===== config.mk =====
export PLATFORM = sky130hd
export DESIGN_NAME = fir4_avg_outbuf
export DESIGN_NICKNAME = d
export VERILOG_FILES = /design/src/rtl/fir4_avg_outbuf.sv
export SDC_FILE = /design/constraint.sdc
export NUM_CORES = 1
export LEC_CHECK = 0
export ABC_CLOCK_PERIOD_IN_PS = 7150
export CAP_MARGIN = 10
export CORE_MARGIN = 2
export CORE_UTILIZATION = 63
export CTS_BUF_LIST = sky130_fd_sc_hd__clkbuf_8 sky130_fd_sc_hd__clkbuf_16
export DETAILED_ROUTE_END_ITERATION = 6
export DONT_BUFFER_PORTS = 1
export HOLD_SLACK_MARGIN = 0.03
export PLACE_DENSITY = 0.84
export SETUP_SLACK_MARGIN = 0.3
export SLEW_MARGIN = 30
export SYNTH_ARGS = -nofsm -noshare
export SYNTH_HDL_FRONTEND = slang
export SYNTH_SLANG_ARGS = --single-unit
export TNS_END_PERCENT = 1

===== constraint.sdc =====
create_clock -name clk -period 7.15 [get_ports clk]
set_input_delay 1.0725 -clock clk [delete_from_list [all_inputs] [get_ports clk]]
set_output_delay 1.0725 -clock clk [all_outputs]
set_load 0.05 [all_outputs]

===== src/rtl/fir4_avg_outbuf.sv =====
// fir4_avg_outbuf: divides a 4-tap FIR sum by four, registers it in one stage
// and queues it in a small output FIFO with valid/ready handshake.
//   clk          - single clock, rising edge
//   reset        - asynchronous, active-low reset
//   in_sum       - W+2 bit 4-tap sum from upstream; in_valid marks a new sample
//   out_data     - averaged sample at the FIFO head; out_valid while non-empty
//   out_ready    - consumer accepts out_data this cycle
//   count        - FIFO occupancy (0..DEPTH)
//   overflow     - sticky flag, set when a sample is dropped on a full FIFO
//   overflow_clr - synchronous clear of overflow (a same-edge drop wins)
// Build option: define FIR4_AVG_ROUND_EN for round-half-up averaging;
// without it the average truncates.
module fir4_avg_outbuf #(
  parameter int unsigned W     = 16,
  parameter int unsigned DEPTH = 4
) (
  input  logic                     clk,
  input  logic                     reset,
  input  logic [W+1:0]             in_sum,
  input  logic                     in_valid,
  output logic [W-1:0]             out_data,
  output logic                     out_valid,
  input  logic                     out_ready,
  output logic [$clog2(DEPTH):0]   count,
  output logic                     overflow,
  input  logic                     overflow_clr
);

  localparam int unsigned AW = $clog2(DEPTH);
  localparam int unsigned CW = AW + 1;
  localparam int unsigned SW = W + 3;

  typedef enum logic [1:0] {
    ST_EMPTY   = 2'd0,
    ST_PARTIAL = 2'd1,
    ST_FULL    = 2'd2
  } occ_e;

  // Divide-by-four of the incoming sum
  logic [W-1:0] avg;
  logic         unused_bits;

`ifdef FIR4_AVG_ROUND_EN
  logic [SW-1:0] sum_rnd;
  assign sum_rnd     = SW'(in_sum) + SW'(2);
  assign avg         = sum_rnd[W+1:2];
  assign unused_bits = ^{sum_rnd[SW-1], sum_rnd[1:0]};
`else
  assign avg         = in_sum[W+1:2];
  assign unused_bits = ^in_sum[1:0];
`endif

  // Stage register and FIFO storage
  logic          s1_valid;
  logic [W-1:0]  s1_data;
  logic [W-1:0]  mem [DEPTH];
  logic [AW-1:0] wr_ptr;
  logic [AW-1:0] rd_ptr;
  occ_e          state;

  // Next-state signals
  occ_e          state_nxt;
  logic [CW-1:0] count_nxt;
  logic          overflow_nxt;
  logic          out_valid_nxt;
  logic          pop;
  logic          push_acc;
  logic          drop;

  // Occupancy control: a push into a full FIFO survives only alongside a pop
  always_comb begin
    state_nxt     = state;
    count_nxt     = count;
    overflow_nxt  = overflow;
    out_valid_nxt = out_valid;
    pop           = out_valid & out_ready;
    push_acc      = 1'b0;
    drop          = 1'b0;

    if (s1_valid) begin
      if ((state == ST_FULL) && !pop) begin
        drop = 1'b1;
      end else begin
        push_acc = 1'b1;
      end
    end

    count_nxt = count + CW'(push_acc) - CW'(pop);

    if (count_nxt == '0) begin
      state_nxt = ST_EMPTY;
    end else if (count_nxt == CW'(DEPTH)) begin
      state_nxt = ST_FULL;
    end else begin
      state_nxt = ST_PARTIAL;
    end

    out_valid_nxt = (count_nxt != '0);

    if (drop) begin
      overflow_nxt = 1'b1;
    end else if (overflow_clr) begin
      overflow_nxt = 1'b0;
    end
  end

  // Control and stage registers
  always_ff @(posedge clk or negedge reset) begin
    if (!reset) begin
      s1_valid  <= 1'b0;
      s1_data   <= '0;
      state     <= ST_EMPTY;
      count     <= '0;
      wr_ptr    <= '0;
      rd_ptr    <= '0;
      out_valid <= 1'b0;
      overflow  <= 1'b0;
    end else begin
      s1_valid  <= in_valid;
      if (in_valid) begin
        s1_data <= avg;
      end
      state     <= state_nxt;
      count     <= count_nxt;
      out_valid <= out_valid_nxt;
      overflow  <= overflow_nxt;
      // Power-of-two depth makes the natural pointer wrap the modulo
      if (push_acc) begin
        wr_ptr <= wr_ptr + AW'(1);
      end
      if (pop) begin
        rd_ptr <= rd_ptr + AW'(1);
      end
    end
  end

  // FIFO array, not reset; stale entries are unreachable once pointers clear
  always_ff @(posedge clk) begin
    if (push_acc) begin
      mem[wr_ptr] <= s1_data;
    end
  end

  assign out_data = mem[rd_ptr];

endmodule


==> results.toml <==
[die]
die-area_um2 = 6198
core-area_um2 = 5439
placementRows = 27
die_h_um = 78.73
die_width_um = 78.73
ioPinCount = 44
initial_core_util_pct = 64.69

[cells_and_area]
drive_above_1_share_pct = 25.71
fillers = 320
nNetsFinal = 200
layoutNonFillerInstCount = 247
postLayoutCellArea_um2 = 3761
antenna_cells = 0
areaGrowthSynthToFinish_pct = 6.899

[synthesis]
ys.warnings.count = 0
synth.top_cell.area_share_pct = 54.62
synthesis.nets = 195
synth-seq-area-share_pct = 74.54
synth.area.top_cells = "edfxtp_1 (55%), dfrtp_1 (20%), mux4_1 (6.0%), mux2_2 (5.1%), mux4_2 (5.1%)"
synth_flop_cell = "edfxtp_1"
synth_edf_count = 64
ys_async_sr_fraction_pct = 30.43
ys_ff_latch = 92
syn_inst = 165
syn-cell-area_um2 = 3518
ys_types = 23
avgSynthCellArea_um2 = 21.32
synth_commonest_cells = "edfxtp_1 (64), dfrtp_1 (28), mux2_2 (16)"
synth_top_area_cell = "edfxtp_1"
synth_most_common_cell = "edfxtp_1"

[setup_path]
cp.arrival_ns = 1.99
worstSetupStartpointType = "register"
path_class = "register to output pin"
critPathMaxStageDelay_ns = 0.90
cp_top_family = "multiplexers"
reg2reg_to = "out_valid$_DFF_PN0_"
r2r_slack_ns = 4.42
worstPathRequired_ns = 6.08
reg2reg_depth = 10
cpMaxStageDelayCell = "mux4_1"
crit_buf_inv = 0
rr_startpoint = "out_valid$_DFF_PN0_"
crit_fanout = 18
cp_cell_sequence = "mux4_1"
crit_path_end_kind = "output pin"

[clock_network]
cts.sinks = 92
clockBufferDepth = 2
hold_buffers = 0
post_cts_buffers = 0
cts_tree = "done"
insertion_delay_ns = 0.35
post_cts_resized = 0
cts_buffers = 9
cts_root_buffer = "clkbuf_8"
htree_levels = 3
clk_pin_slew_worst_paths_ns = 0.08

[sta]
fmax_mhz = 326.9
setup_viol = 0
fin_skew_ns = 0.006907
slew_headroom_pct = 42.16
period_share_pct = 42.78
final_max_slew_viol_count = 0
fin_setup_tns_ns = 0
rsz0062_at_grt = "no"
tightest_slew_ns = 0.8676
period_needed_ns = 3.059
hold_viol = 0

[power_and_ir_drop]
p_int_uw = 1024
clkPwrFrac_pct = 20.5
p_leak_uw = 0.001376
power.net_switching_uw = 626.5
peakVddDrop_uv = 288.1
powerDensity_nw_per_um2 = 439.0
p_comb_share_pct = 29.6
p_sw_share_pct = 37.95
seqPwrFrac_pct = 49.9

[placement]
dp_hpwl_um = 3333
numPortBuffers = 0
dp_cells = 231
place_congestion = 0.7036
place_area_um2 = 3557

[grt]
antenna_found_initial = 0
overflow = 0
met3_usage_pct = 5.682
grt_util_met1_pct = 23.50
grt_max_degree = 29
gr-usage-all-layers_pct = 19.15
grt_pass1_wl_um = 8238
top_usage_layer = "met2"
met2_usage_pct = 31.97
grt_pass1_vias = 1629

[detailed_routing]
drt_iter0_drc = 94
dr.pass1.iters = 5
drc = 0
finalWirelength_um = 5240
via_per_inst = 5.887
wl_per_cell_um = 21.21
ant_nets = 0
vias = 1454

[run]
maxCapViolCount = 0

[status]
outcome = "finished, final reports clean"

[hold_path]
hold_path_class = "input port to async pin"
registers in the layout, indices dropped and copies added, names as in the netlist:
signal,flops
mem,64
s1_data,16
count,3
rd_ptr,2
state,2
wr_ptr,2
out_valid,1
overflow,1
s1_valid,1
power groups by stage:
stage          logic (uW)  clock network [uW]  registers (uW)
3_3_place_gp          475                   0             823
3_5_place_dp          495                   0             836
5_1_grt               515                 367             837
2_1_floorplan         497                   0             771
6_report              489                 339             823
4_1_cts               495                 344             824
cells by family after synthesis:
group / synth area share (%)
AOI/OAI and AO/OA: 0.6401
xor gates and xnor gates: 1.245
adders and majority gates: 2.703
buffers and inverters: 2.525
DFF: 74.54
muxes: 16.64
and+or+nand+nor: 1.707
stage by stage:
step | util (%) | setup WS [ns] | total power [uW] | hold slack (ns)
floorplan | - | 4.209 | 1268 | 0.4724
global placement | 65.40 | 4.127 | 1298 | 0.4814
detailed placement | 65.40 | 4.029 | 1331 | 0.5031
CTS | 69.13 | 3.730 | 1664 | 0.3969
global route | 69.15 | 4.017 | 1720 | 0.3872
finish | 69.15 | 4.091 | 1651 | 0.4124
cell usage in the layout, fill, tap and decap left out, types with 2 or more instances in the layout:
cell type  Yosys  layout
mux2_2        16      16
xnor2_1        5       5
mux4_2         8       8
dfrtp_1       28      27
mux4_1         8       8
and2_1         4       4
inv_1          9      10
ha_1           6       6
clkinv_2       0       2
clkbuf_8       0      11
edfxtp_1      64      64
how the worst max path moves through the flow:
stage                                      from                   to  slack (ns)  cells past startpoint
after global placement    rd_ptr[0]$_DFFE_PN0N_          out_data[5]        4.13                      1
after CTS                 rd_ptr[0]$_DFFE_PN0N_          out_data[5]        3.73                      1
after global routing      rd_ptr[0]$_DFFE_PN0N_          out_data[5]        4.02                      1
after detailed placement              out_ready  out_valid$_DFF_PN0_        4.03                     10
final                     rd_ptr[0]$_DFFE_PN0N_          out_data[5]        4.09                      1
after floorplan                       out_ready  out_valid$_DFF_PN0_        4.21                     10
layer usage:
layer / wire [um] / vias to the layer above
li1: - / 642
met1: 2099 / 764
met2: 2850 / 43
met3: 236 / 5
met4: 54 / 0
met5: 0 / -
worst register-to-register path: stages, from the launching register on:
cell and delay, ns:
dfrtp_1 0.58, nand2_2 0.21, inv_2 0.07, o31a_4 0.32, inv_1 0.07, ha_1 0.22, inv_1 0.06, ha_1 0.16
fa_1 0.44, or2_2 0.33, nand2b_1 0.15
cell type report:
class	instances	area, um^2	share of cell area [%]
clock buffers	11	151.4	4.025
clock inverters	5	51.30	1.364
inverters	10	37.54	0.9980
multi-input cells	57	807.0	21.46
flip-flops and latches	92	2624	69.76
well taps	72	90.09	2.395
Note: power is estimated with default switching activity, not from simulation.
